--- config.mk ---
export PLATFORM = sky130hd
export DESIGN_NAME = ph_pattern_gen
export DESIGN_NICKNAME = d
export VERILOG_FILES = /design/src/rtl/ph_pattern_gen.sv
export SDC_FILE = /design/constraint.sdc
export NUM_CORES = 1
export LEC_CHECK = 0
export BUFFER_PORTS_ARGS = -buffer_cell sky130_fd_sc_hd__buf_2
export CORE_MARGIN = 1.5
export CORE_UTILIZATION = 51
export CTS_CLUSTER_SIZE = 8
export DETAILED_ROUTE_END_ITERATION = 16
export MAX_ROUTING_LAYER = met4
export PLACE_DENSITY_LB_ADDON = 0.12
export RECOVER_POWER = 50
export REMOVE_ABC_BUFFERS = 1
export SLEW_MARGIN = 20
export SYNTH_ARGS = -nofsm -noshare
export SYNTH_HDL_FRONTEND = slang
export SYNTH_SLANG_ARGS = --single-unit
--- constraint.sdc ---
create_clock -name clk -period 15.05 [get_ports clk]
set_input_delay 3.01 -clock clk [delete_from_list [all_inputs] [get_ports clk]]
set_output_delay 3.01 -clock clk [all_outputs]
set_load 0.05 [all_outputs]
--- src/rtl/ph_pattern_gen.sv ---
// ph_pattern_gen: phi pattern detector for one key strip.
// Each pattern collapses the ST1/ST3/ST4 rasters into three layer bits with its masks.
// It keeps a per-fold history of "any layer hit" over the drift window.
// A pattern fires when multi-layer hits arrive and the rising edge of that history
// sits exactly dt bx in the past. Stage 1 registers the per-pattern codes.
// Stage 2 picks the maximum code; straightness is embedded in the code's upper bits.
module ph_pattern_gen #(
    parameter int NPAT   = 5,
    parameter int FOLD   = 3,
    parameter int ST1_W  = 31,
    parameter int ST3_W  = 15,
    parameter int DT_MAX = 3,
    parameter logic [NPAT*ST1_W-1:0] ST1_MASK = {31'h0000_8000, 31'h0001_4000,
                                                 31'h0006_3000, 31'h0078_0F00,
                                                 31'h7F80_00FF},
    parameter logic [NPAT*ST3_W-1:0] ST3_MASK = {15'h0080, 15'h01C0, 15'h07F0,
                                                 15'h7FFF, 15'h7FFF}
) (
    input  logic             clk,
    input  logic             rst_n,
    input  logic [ST1_W-1:0] st1,
    input  logic             st2,
    input  logic [ST3_W-1:0] st3,
    input  logic [ST3_W-1:0] st4,
    input  logic [2:0]       drifttime,
    input  logic [2:0]       foldn,
    output logic [5:0]       qcode,
    output logic [2:0]       qpat,
    output logic [2:0]       qfold,
    output logic             qvalid
);

    logic [2:0]           dt;
    logic                 fold_ok;
    logic [NPAT-1:0][5:0] qp_d;
    logic [NPAT-1:0][5:0] qp_q;
    logic [2:0]           fold_q;
    logic [5:0]           best_code;
    logic [2:0]           best_idx;
    logic [5:0]           qcode_q;
    logic [2:0]           qpat_q;
    logic [2:0]           qfold_q;
    logic                 qvalid_q;

    // Out-of-range folds neither fire nor touch any history.
    assign fold_ok = ({29'd0, foldn} < 32'(FOLD));

    // Effective drift time, clamped into 1..DT_MAX.
    always_comb begin
        if (drifttime == 3'd0) begin
            dt = 3'd1;
        end else if ({29'd0, drifttime} > 32'(DT_MAX)) begin
            dt = 3'(DT_MAX);
        end else begin
            dt = drifttime;
        end
    end

    for (genvar gi = 0; gi < NPAT; gi++) begin : g_pat
        localparam logic [2:0] PIDX = 3'(gi);

        logic [2:0]      ly;
        logic            any_hit;
        logic            multi;
        logic [DT_MAX:0] sh_q [FOLD];
        logic [DT_MAX:0] sh_cur;
        logic            sh_prev;
        logic            sh_old;

        assign ly[2]   = |(st1 & ST1_MASK[gi*ST1_W +: ST1_W]);
        assign ly[1]   = st2;
        assign ly[0]   = |((st3 | st4) & ST3_MASK[gi*ST3_W +: ST3_W]);
        assign any_hit = |ly;
        assign multi   = (ly[2] & ly[1]) | (ly[2] & ly[0]) | (ly[1] & ly[0]);

        // Select the history belonging to the fold currently presented.
        always_comb begin
            sh_cur = '0;
            for (int f = 0; f < FOLD; f++) begin
                if (foldn == 3'(f)) begin
                    sh_cur = sh_q[f];
                end
            end
        end

        // Tap the history at dt-1 (must be set) and dt (must be clear).
        always_comb begin
            sh_prev = 1'b0;
            sh_old  = 1'b0;
            for (int k = 1; k <= DT_MAX; k++) begin
                if (dt == 3'(k)) begin
                    sh_prev = sh_cur[k-1];
                    sh_old  = sh_cur[k];
                end
            end
        end

        assign qp_d[gi] = (fold_ok && sh_prev && !sh_old && multi) ?
                          {PIDX[2], ly[2], PIDX[1], ly[1], PIDX[0], ly[0]} : 6'd0;

        // Shift this bx's any-hit into the current fold's history; other folds hold.
        always_ff @(posedge clk or negedge rst_n) begin
            if (!rst_n) begin
                for (int f = 0; f < FOLD; f++) begin
                    sh_q[f] <= '0;
                end
            end else begin
                for (int f = 0; f < FOLD; f++) begin
                    if (foldn == 3'(f)) begin
                        sh_q[f] <= {sh_q[f][DT_MAX-1:0], any_hit};
                    end
                end
            end
        end
    end

    // Stage 1: register per-pattern codes and the raw fold tag.
    always_ff @(posedge clk or negedge rst_n) begin
        if (!rst_n) begin
            qp_q   <= '0;
            fold_q <= '0;
        end else begin
            qp_q   <= qp_d;
            fold_q <= foldn;
        end
    end

    // Maximum over pattern codes; ties only happen at zero, which leaves index 0.
    always_comb begin
        best_code = '0;
        best_idx  = '0;
        for (int p = 0; p < NPAT; p++) begin
            if (qp_q[p] > best_code) begin
                best_code = qp_q[p];
                best_idx  = 3'(p);
            end
        end
    end

    // Stage 2: register the winning code, its index and the fold tag.
    always_ff @(posedge clk or negedge rst_n) begin
        if (!rst_n) begin
            qcode_q  <= '0;
            qpat_q   <= '0;
            qfold_q  <= '0;
            qvalid_q <= 1'b0;
        end else begin
            qcode_q  <= best_code;
            qpat_q   <= best_idx;
            qfold_q  <= fold_q;
            qvalid_q <= (best_code != 6'd0);
        end
    end

    assign qcode  = qcode_q;
    assign qpat   = qpat_q;
    assign qfold  = qfold_q;
    assign qvalid = qvalid_q;

endmodule

==> results of run 1 <==
[registers in the layout, summed over array words and instances (netlist names)]
| name | cells |
|---|---|
| qvalid | 1 |
| qcode | 6 |
| qpat | 3 |
| fold_q | 3 |
| qp_q | 19 |
| g_pat.sh_q | 60 |
| qfold | 3 |
[kinds of logic (layout without fill, tap and decap cells)]
family	Yosys count	in the layout	synth area share, %
AO/OA/AOI/OAI	106	106	15.3
multiplexers	34	34	8.07
buffers and inverters	60	140	5.01
AND/OR/NAND/NOR	152	152	16.6
adder cells (fa/ha/maj)	18	18	4.62
flip-flops	95	95	50.4
[cell type report]
| class | instances | share of cell area (%) |
|---|---|---|
| Tap cell | 108 | 2.49 |
| Clock buffer | 10 | 2.53 |
| Timing Repair Buffer | 86 | 7.95 |
| Sequential cell | 95 | 43.8 |
| Clock inverter | 6 | 1.68 |
| Inverter | 38 | 2.72 |
| Multi-Input combinational cell | 310 | 38.8 |
[cells in the mapped netlist, types with 3 or more instances]
master	number
inv_1	36
and2_1	9
o21ai_0	29
ha_1	14
a311oi_1	3
o32a_1	4
or2_2	3
nor4_1	14
a31oi_1	7
nor2_1	49
a211oi_1	4
nand3b_1	9
a32oi_1	9
o211ai_1	5
buf_2	5
nand4_1	5
mux2_2	32
clkbuf_1	16
a21o_1	4
nor3_1	5
nand2_1	34
a21oi_1	25
dfrtp_1	95
nor2b_1	5
[worst min-delay path by stage]
stage,slack [ns],endpoint,depth (start not counted)
6_report,0.35,qfold[0]$_DFF_PN0_,0
2_1_floorplan,0.33,qfold[0]$_DFF_PN0_,0
5_1_grt,0.37,qfold[0]$_DFF_PN0_,0
4_1_cts,0.36,qfold[0]$_DFF_PN0_,0
3_3_place_gp,0.33,qfold[0]$_DFF_PN0_,0
3_5_place_dp,0.34,qfold[2]$_DFF_PN0_,0
[metal layers]
| metal | GRT usage (%) | routed length (um) | share of wire (%) | vias to the layer above |
|---|---|---|---|---|
| li1 | - | - | - | 1802 |
| met1 | 27.2 | 4470 | 45 | 1783 |
| met2 | 37.6 | 5030 | 51 | 63 |
| met3 | 4.08 | 280 | 2.8 | 16 |
| met4 | 7.37 | 167 | 1.7 | 0 |
| met5 | - | 0 | 0 | - |
[layout by cell type (no fill, tap or decap), types with 3 or more instances in the layout]
| cell type | netlist | final |
|---|---|---|
| nor2_1 | 49 | 48 |
| mux2_2 | 32 | 32 |
| or2_2 | 3 | 3 |
| a32oi_1 | 9 | 9 |
| inv_1 | 36 | 36 |
| a21oi_1 | 25 | 25 |
| a31oi_1 | 7 | 7 |
| nand2_1 | 34 | 34 |
| o211ai_1 | 5 | 5 |
| nor3_1 | 5 | 5 |
| a21o_1 | 4 | 4 |
| a211oi_1 | 4 | 4 |
| and2_1 | 9 | 9 |
| nor2b_1 | 5 | 5 |
| ha_1 | 14 | 14 |
| nor4_1 | 14 | 14 |
| o32a_1 | 4 | 4 |
| nand4_1 | 5 | 5 |
| clkbuf_8 | 0 | 10 |
| a311oi_1 | 3 | 3 |
| clkbuf_1 | 16 | 5 |
| buf_2 | 5 | 78 |
| nand3b_1 | 9 | 9 |
| dfrtp_1 | 95 | 95 |
| o21ai_0 | 29 | 29 |
| buf_4 | 0 | 3 |
[metrics by stage]
stage | instance area [um2] | total power [mW]
2_1_floorplan | 4630 | 0.505
3_3_place_gp | 5210 | 0.562
3_5_place_dp | 5210 | 0.568
4_1_cts | 5440 | 0.759
5_1_grt | 5430 | 0.798
6_report | 5430 | 0.754
[power groups by stage]
stage | logic [mW] | registers, mW | clock network (mW)
2_1_floorplan | 0.156 | 0.349 | 0
3_3_place_gp | 0.245 | 0.317 | 0
3_5_place_dp | 0.249 | 0.318 | 0
4_1_cts | 0.251 | 0.313 | 0.195
5_1_grt | 0.276 | 0.318 | 0.204
6_report | 0.250 | 0.313 | 0.191
==> results_dict.tcl, run 1 <==
set metrics [dict create \
    drive_above_1_share_pct 27.5 \
    clockBufferDepth 2 \
    cts_buffers 9 \
    start_kind "primary input" \
    internal_power_mw 0.493 \
    async_flop_share_pct 100 \
    cp.depth 2 \
    r2r-start "qp_q[10]$_DFF_PN0_" \
    yosys.area.top_type_share_pct 50.4 \
    powerDensity_mw_per_mm2 139 \
    die_x_um 99.2 \
    io_buffers 82 \
    syn_to_final_growth_pct 15.1 \
    p_clk_share_pct 25.3 \
    synth_area_leader_cell "dfrtp_1" \
    io_pins 83 \
    critPathMaxFanout 79 \
    p_comb_share_pct 33.2 \
    place.gp.congestion 0.911 \
    switching_share_pct 34.6 \
    cts_sinks 95 \
    path_cells "clkbuf_1 -> clkbuf_1" \
    fin_cells 653 \
    dp.cells 637 \
    max_cap_viol_count 2 \
    ys_warn_count 0 \
    cp_data_arrival_time_ns 6.57 \
    ys_ff_latch 95 \
    wl_per_cell_um 15.2 \
    hold_buffers 0 \
    p_seq_share_pct 41.5 \
    synth_edf_count 0 \
    grt_pass1_wl_mm 16.7 \
    drt-total-wl_mm 9.95 \
    die_h_um 99.2 \
    reg2reg_depth 22 \
    nets 624 \
    max_slew.worst_pin.slew_ns 4.02 \
    num_vias 3664 \
    status "finished with violations" \
    drc 0 \
    seq_area_mm2 0.00238 \
    r2r_end "qvalid$_DFF_PN0_" \
    p_switching_mw 0.261 \
    post_cts_buffers 0 \
    critPathMostFrequentCell "clkbuf_1" \
    vdd_drop_max_mv 0.0650 \
    post_cts_resized 0 \
    gr-usage-all-layers_pct 22.2 \
    dp_worst_setup_slack_ns 9.27 \
    cts-htree-levels 3 \
    n_fill_cell 730 \
    holdWs_ns 0.355 \
    endpoint "qp_q[7]$_DFF_PN0_" \
    drt_iter0_markers 115 \
    violations "capacitance limit, slew limit" \
    worstPathRequired_ns 14.59 \
    min_period_ns 7.02 \
    slew_violations 116 \
    relSlewSlack_pct -168 \
    rows 34 \
    clk_latency_ns 0.36 \
    syn-cell-area_mm2 0.00472 \
    fin_util_pct 61.4 \
    antenna_found_initial 0 \
    syn_avg_cell_area_um2 10.1 \
    yosys-top-cells-area "dfrtp_1, mux2_2, nor2_1, ha_1, o21ai_0" \
    cp-end-kind "async pin" \
    rsz0062_at_grt "no" \
    hold_viol_final 0 \
    hp-class "register to register" \
    synthFlopType "dfrtp_1" \
    die-area_mm2 0.00983 \
    drt_pass1_iterations 5 \
    vias_per_cell 5.61 \
    yosysUniqueCellTypes 58 \
    cts_tree "yes" \
    diodes 0 \
    setup_viol 0 \
    fin_tns_setup_ns 0 \
    final_antenna_net_count 0 \
    first_global_vias 3631 \
    finClkSkew_ns 0.00912 \
    clk_pin_slew_ns 0.09 \
    finalCritPeriodShare_pct 46.7 \
    core_mm2 0.00885 \
    hpwlAfterDp_mm 7.28 \
    slowest_stage "clkbuf_1" \
    timing.final.ws_setup_ns 8.03 \
    synth_cells 465 \
    clockRootBuffer "clkbuf_8" \
    cpPeakStageDelay_ns 2.88 \
    seq_area_frac_synth_pct 50.4 \
    critPathBufInv 2 \
    overflow 0 \
    grt_max_degree 80 \
    hp-start "fold_q[0]$_DFF_PN0_" \
    multi_input_area_mm2 0.00211 \
    max_freq_mhz 142 \
    startpoint "rst_n" \
    p_leak_nw 2.39 \
    initial_core_util_pct 53.3 \
    critical_path.top_delay_family "buffers and inverters" \
    reg2reg_slack_ns 9.18 \
    critPathKind "primary input to async pin" \
]
No activity file was read; power rests on OpenSTA's default activity.
==> run 2: changes to the inputs <==
==> constraint.sdc (replaced) <==
create_clock -name clk -period 6.4 [get_ports clk]
set_input_delay 1.28 -clock clk [delete_from_list [all_inputs] [get_ports clk]]
set_output_delay 1.28 -clock clk [all_outputs]
set_load 0.05 [all_outputs]
==> run 2 against run 1 <==
The flow still finishes with violations (capacitance limit, slew limit). Die area stayed put. Critical path depth is 20 higher. Clock skew stayed put. Core utilization hardly changed. Total power is 140% higher. First-iteration DRC count stayed put. Cell count stayed put. Final area hardly changed. Global-route usage stayed put. Critical path type is now register to register.
==> results_dict.tcl, run 2 (same netlist as run 1, synthesis figures left out) <==
set metrics [dict create \
    status "finished with violations" \
    violations "capacitance limit, slew limit" \
    dp_worst_setup_slack_ns 0.618 \
    timing.final.ws_setup_ns 0.530 \
    clockRootBuffer "clkbuf_8" \
    dp.cells 637 \
    reg2reg_slack_ns 0.53 \
    design_area_mm2 0.00543 \
    cts-htree-levels 3 \
    antenna_found_initial 0 \
    r2r-start "qp_q[10]$_DFF_PN0_" \
    max_freq_mhz 170 \
    hpwlAfterDp_mm 7.28 \
    largest_reg_flops 60 \
    core_mm2 0.00885 \
    max_slew.worst_pin.slew_ns 1.85 \
    fin_cells 653 \
    hp-start "fold_q[0]$_DFF_PN0_" \
    wl_per_cell_um 15.2 \
    post_cts_resized 0 \
    num_vias 3662 \
    nets 624 \
    grt_max_degree 80 \
    finalCritPeriodShare_pct 91.7 \
    drc 0 \
    cts_buffers 9 \
    worstPathRequired_ns 6.64 \
    initial_core_util_pct 53.3 \
    die-area_mm2 0.00983 \
    layout_commonest_cell "dfrtp_1" \
    min_path_cells 0 \
    hold_buffers 0 \
    max_cap_viol_count 2 \
    cp_data_arrival_time_ns 6.11 \
    start_kind "register" \
    finClkSkew_ns 0.00912 \
    p_leak_nw 2.39 \
    vias_per_cell 5.61 \
    cts_sinks 95 \
    mostFrequentLayoutCells "dfrtp_1, buf_2, nor2_1" \
    regMostFlops "g_pat.sh_q" \
    syn_to_final_growth_pct 15.2 \
    io_buffers 82 \
    n_fill_cell 729 \
    post_cts_buffers 0 \
    die_h_um 99.2 \
    r2r_end "qvalid$_DFF_PN0_" \
    drt_pass1_iterations 5 \
    critPathMaxFanout 10 \
    rows 34 \
    reg2reg_depth 22 \
    cp-end-kind "register" \
    clk_latency_ns 0.36 \
    grt_pass1_wl_mm 16.7 \
    min_to "qfold[0]$_DFF_PN0_" \
    setup_viol 0 \
    fin_util_pct 61.4 \
    critPathKind "register to register" \
    io_pins 83 \
    finalPower_mw 1.77 \
    final_antenna_net_count 0 \
    overflow 0 \
    drt_iter0_markers 115 \
    drive_above_1_share_pct 27.7 \
    powerDensity_mw_per_mm2 327 \
    vdd_drop_max_mv 0.153 \
    rsz0062_at_grt "no" \
    first_global_vias 3631 \
    cts_tree "yes" \
    relSlewSlack_pct -23.5 \
    postPlaceCellArea_mm2 0.00521 \
    place.gp.congestion 0.911 \
    drt-total-wl_mm 9.95 \
    hold_viol_final 0 \
    clk_pin_slew_ns 0.09 \
    clockBufferDepth 2 \
    gr-usage-all-layers_pct 22.2 \
    diodes 0 \
    fin_tns_setup_ns 0 \
    slew_violations 116 \
    die_x_um 99.2 \
    holdWs_ns 0.355 \
    hp-class "register to register" \
    min_period_ns 5.87 \
]
## run 2: cell count changes in the layout (fill, tap and decap cells not counted)
cell / delta
clkbuf_1: -1
clkbuf_2: +1
## run 2: power breakdown
part	internal, mW	switching [mW]	leakage (nW)
sequential	0.690	0.0459	1.07
clock	0.234	0.215	0.117
combinational	0.236	0.353	1.21
total	1.16	0.614	2.39
## run 2: layout make-up
class                           instances  area, um2  share of cell area (%)
Tap cell                              108        135                    2.49
Inverter                               38        148                    2.72
Sequential cell                        95       2380                    43.8
Clock inverter                          6       91.3                    1.68
Clock buffer                           10        138                    2.53
Multi-Input combinational cell        310       2110                    38.8
Timing Repair Buffer                   86        433                    7.97
## run 2: worst max-delay path, stage by stage (launching register included)
cell and delay [ns]:
dfrtp_1 0.39, ha_1 0.34, nand2_1 0.07, o21ai_1 0.35, nand2_1 0.12, mux2_2 0.33
ha_1 0.19, or4_4 0.55, a31o_2 0.29, ha_1 0.30, and3_1 0.17, a211oi_1 0.32
a32oi_2 0.22, a311oi_1 0.30, a21o_1 0.18, inv_1 0.08, ha_1 0.29, nand3b_1 0.10
o31a_1 0.26, or3_4 0.38, a22o_4 0.27, nor3_2 0.14, o221ai_2 0.12
## run 2: routing by layer
layer / up-vias / global-route usage, % / wire (um)
li1: 1802 / - / -
met1: 1781 / 27.2 / 4470
met2: 63 / 37.6 / 5030
met3: 16 / 4.08 / 280
met4: 0 / 7.37 / 167
met5: - / - / 0
## run 2: worst max path at each step
stage	from	endpoint	slack, ns	cells after the start
2_1_floorplan	qp_q[4]$_DFF_PN0_	qvalid$_DFF_PN0_	1.12	23
3_3_place_gp	qp_q[4]$_DFF_PN0_	qvalid$_DFF_PN0_	0.84	23
3_5_place_dp	qp_q[10]$_DFF_PN0_	qvalid$_DFF_PN0_	0.62	22
4_1_cts	qp_q[10]$_DFF_PN0_	qvalid$_DFF_PN0_	0.61	22
5_1_grt	qp_q[10]$_DFF_PN0_	qvalid$_DFF_PN0_	0.25	23
6_report	qp_q[10]$_DFF_PN0_	qvalid$_DFF_PN0_	0.53	22
==> run 3: changes to the inputs <==
--- a/config.mk
+++ b/config.mk
@@ -11,7 +11,7 @@
 export CTS_CLUSTER_SIZE = 8
 export DETAILED_ROUTE_END_ITERATION = 16
 export MAX_ROUTING_LAYER = met4
-export PLACE_DENSITY_LB_ADDON = 0.12
+export PLACE_DENSITY_LB_ADDON = 0.25
 export RECOVER_POWER = 50
 export REMOVE_ABC_BUFFERS = 1
 export SLEW_MARGIN = 20
==> run 3 against run 2 <==
The run still ends with capacitance limit, slew limit left. Sequential cell count stayed put. Sequential power barely moved. Global-route usage increased by 0.86 points. Via count down 0.57%. Wire length grew 1.2%. First-iteration DRC count increased by 43%. Clock power fell by 19%. Final area is 0.92% lower. Critical path type unchanged. Largest power group unchanged.
==> results_dict.tcl, run 3 (same netlist as run 1, synthesis figures left out) <==
set metrics [dict create \
    critPathMostFrequentCell "ha_1" \
    first_global_vias 3758 \
    core_mm2 0.00885 \
    p_leak_nw 2.37 \
    powerDensity_mw_per_mm2 314 \
    dp_worst_setup_slack_ns 0.597 \
    cts_tree "yes" \
    use_met1_pct 26.9 \
    finalCritPeriodShare_pct 90.8 \
    layout_commonest_cell "dfrtp_1" \
    design_area_mm2 0.00538 \
    cts_sinks 95 \
    largest_reg_flops 60 \
    cp_data_arrival_time_ns 6.03 \
    antenna_found_initial 0 \
    n_fill_cell 774 \
    clk_latency_ns 0.35 \
    nets 624 \
    num_vias 3641 \
    regMostFlops "g_pat.sh_q" \
    max_freq_mhz 172 \
    cts_buffers 9 \
    die_x_um 99.2 \
    grt_use_met2_pct 41.0 \
    fin_tns_setup_ns 0 \
    violations "capacitance limit, slew limit" \
    critPathMaxFanout 10 \
    multi_input_area_mm2 0.00211 \
    hold_viol_final 0 \
    clk_pin_slew_ns 0.09 \
    post_cts_resized 0 \
    timing.final.ws_setup_ns 0.591 \
    gr-usage-all-layers_pct 23.1 \
    clockBufferDepth 2 \
    diodes 0 \
    worstPathRequired_ns 6.62 \
    die-area_mm2 0.00983 \
    drive_above_1_share_pct 27.2 \
    top_usage_layer "met2" \
    hp-class "register to register" \
    grt_pass1_wl_mm 17.3 \
    postPlaceCellArea_mm2 0.00521 \
    syn_to_final_growth_pct 14.1 \
    start_kind "register" \
    min_period_ns 5.81 \
    finalPower_mw 1.69 \
    critical_path.top_delay_family "compound AO/OA/AOI/OAI gates" \
    drt-total-wl_mm 10.1 \
    seq_area_mm2 0.00238 \
    max_cap_viol_count 3 \
    drt_iter0_markers 164 \
    die_h_um 99.2 \
    slew_violations 133 \
    initial_core_util_pct 53.3 \
    critPathBufInv 1 \
    mostFrequentLayoutCells "dfrtp_1, buf_2, nor2_1" \
    gr-usage-met3_pct 3.65 \
    rows 34 \
    place.gp.congestion 0.877 \
    drt_pass1_iterations 4 \
    post_cts_buffers 0 \
    hpwlAfterDp_mm 7.52 \
    wl_per_cell_um 15.4 \
    rsz0062_at_grt "no" \
    cts-htree-levels 3 \
    clockRootBuffer "clkbuf_8" \
    io_pins 83 \
    drc 0 \
    finClkSkew_ns 0.0126 \
    relSlewSlack_pct -119 \
    io_buffers 82 \
    max_slew.worst_pin.slew_ns 3.29 \
    critPathKind "register to register" \
    cp-end-kind "register" \
    vdd_drop_max_mv 0.139 \
    final_antenna_net_count 0 \
    setup_viol 0 \
    status "finished with violations" \
    path_cells "ha_1 -> nand2_1 -> o21ai_1 -> nand2_1 -> mux2_2 -> ha_1 -> or4_4 -> a31o_2 -> ha_1 -> and3_1 -> a211oi_1 -> a32oi_2 -> a311oi_1 -> a21o_1 -> inv_1 -> ha_1 -> nand3b_1 -> o31a_1 -> or3_4 -> a22o_4 -> nor3_2 -> o221ai_2" \
    grt_max_degree 64 \
    overflow 0 \
    vias_per_cell 5.58 \
    cpPeakStageDelay_ns 0.55 \
    holdWs_ns 0.355 \
    hold_buffers 0 \
    slowest_stage "or4_4" \
]
[run 3: cell count changes in the layout (fill, tap and decap cells not counted), sizes merged]
| cell | delta |
|---|---|
| bufinv | -2 |
| clkbuf | +2 |
| clkinv | +1 |
| inv | -1 |
[run 3: worst paths after layout]
path,from,to,slack (ns),cells after the start
min in group asynchronous,rst_n,qfold[0]$_DFF_PN0_,1.36,1
worst min-delay path,fold_q[1]$_DFF_PN0_,qfold[1]$_DFF_PN0_,0.35,0
worst min register to register,fold_q[1]$_DFF_PN0_,qfold[1]$_DFF_PN0_,0.35,0
worst max-delay path,qp_q[10]$_DFF_PN0_,qvalid$_DFF_PN0_,0.59,22
max in group asynchronous,rst_n,g_pat[3].sh_q[5]$_DFFE_PN0P_,1.18,2
worst max register to register,qp_q[10]$_DFF_PN0_,qvalid$_DFF_PN0_,0.59,22
[run 3: worst reg2reg max path: cells and delay by family (launching register included)]
kind                     cells  cell delay, ns
buffers and inverters        1            0.07
AO/OA/AOI/OAI                9            2.26
adder cells (fa/ha/maj)      4            1.11
multiplexers                 1            0.32
flip-flops                   1            0.39
AND/OR/NAND/NOR              7            1.52
[run 3: layout make-up]
cell class,count,area share (%)
clock buffer,12,2.88
clock inverter,4,0.512
inverter,38,2.74
multi-input combinational,310,39.2
sequential,95,44.2
tap,108,2.51
timing repair buffer,86,8.02
[run 3: power breakdown]
part	switching, mW	leakage [nW]	total, mW	internal [mW]
clock network	0.200	0.0967	0.364	0.164
registers	0.0444	1.07	0.735	0.690
logic	0.356	1.20	0.592	0.236
[run 3: layer usage]
metal | share of wire (%) | wire length (um)
met1 | 44 | 4430
met2 | 52 | 5210
met3 | 2.9 | 295
met4 | 1.4 | 136
met5 | 0 | 0
[run 3: through the flow]
stage          instances  utilization (%)
6_report             653             60.8
5_1_grt              653             60.8
4_1_cts              653             60.9
3_5_place_dp         637             58.9
3_3_place_gp         637             58.9
2_1_floorplan        443                -
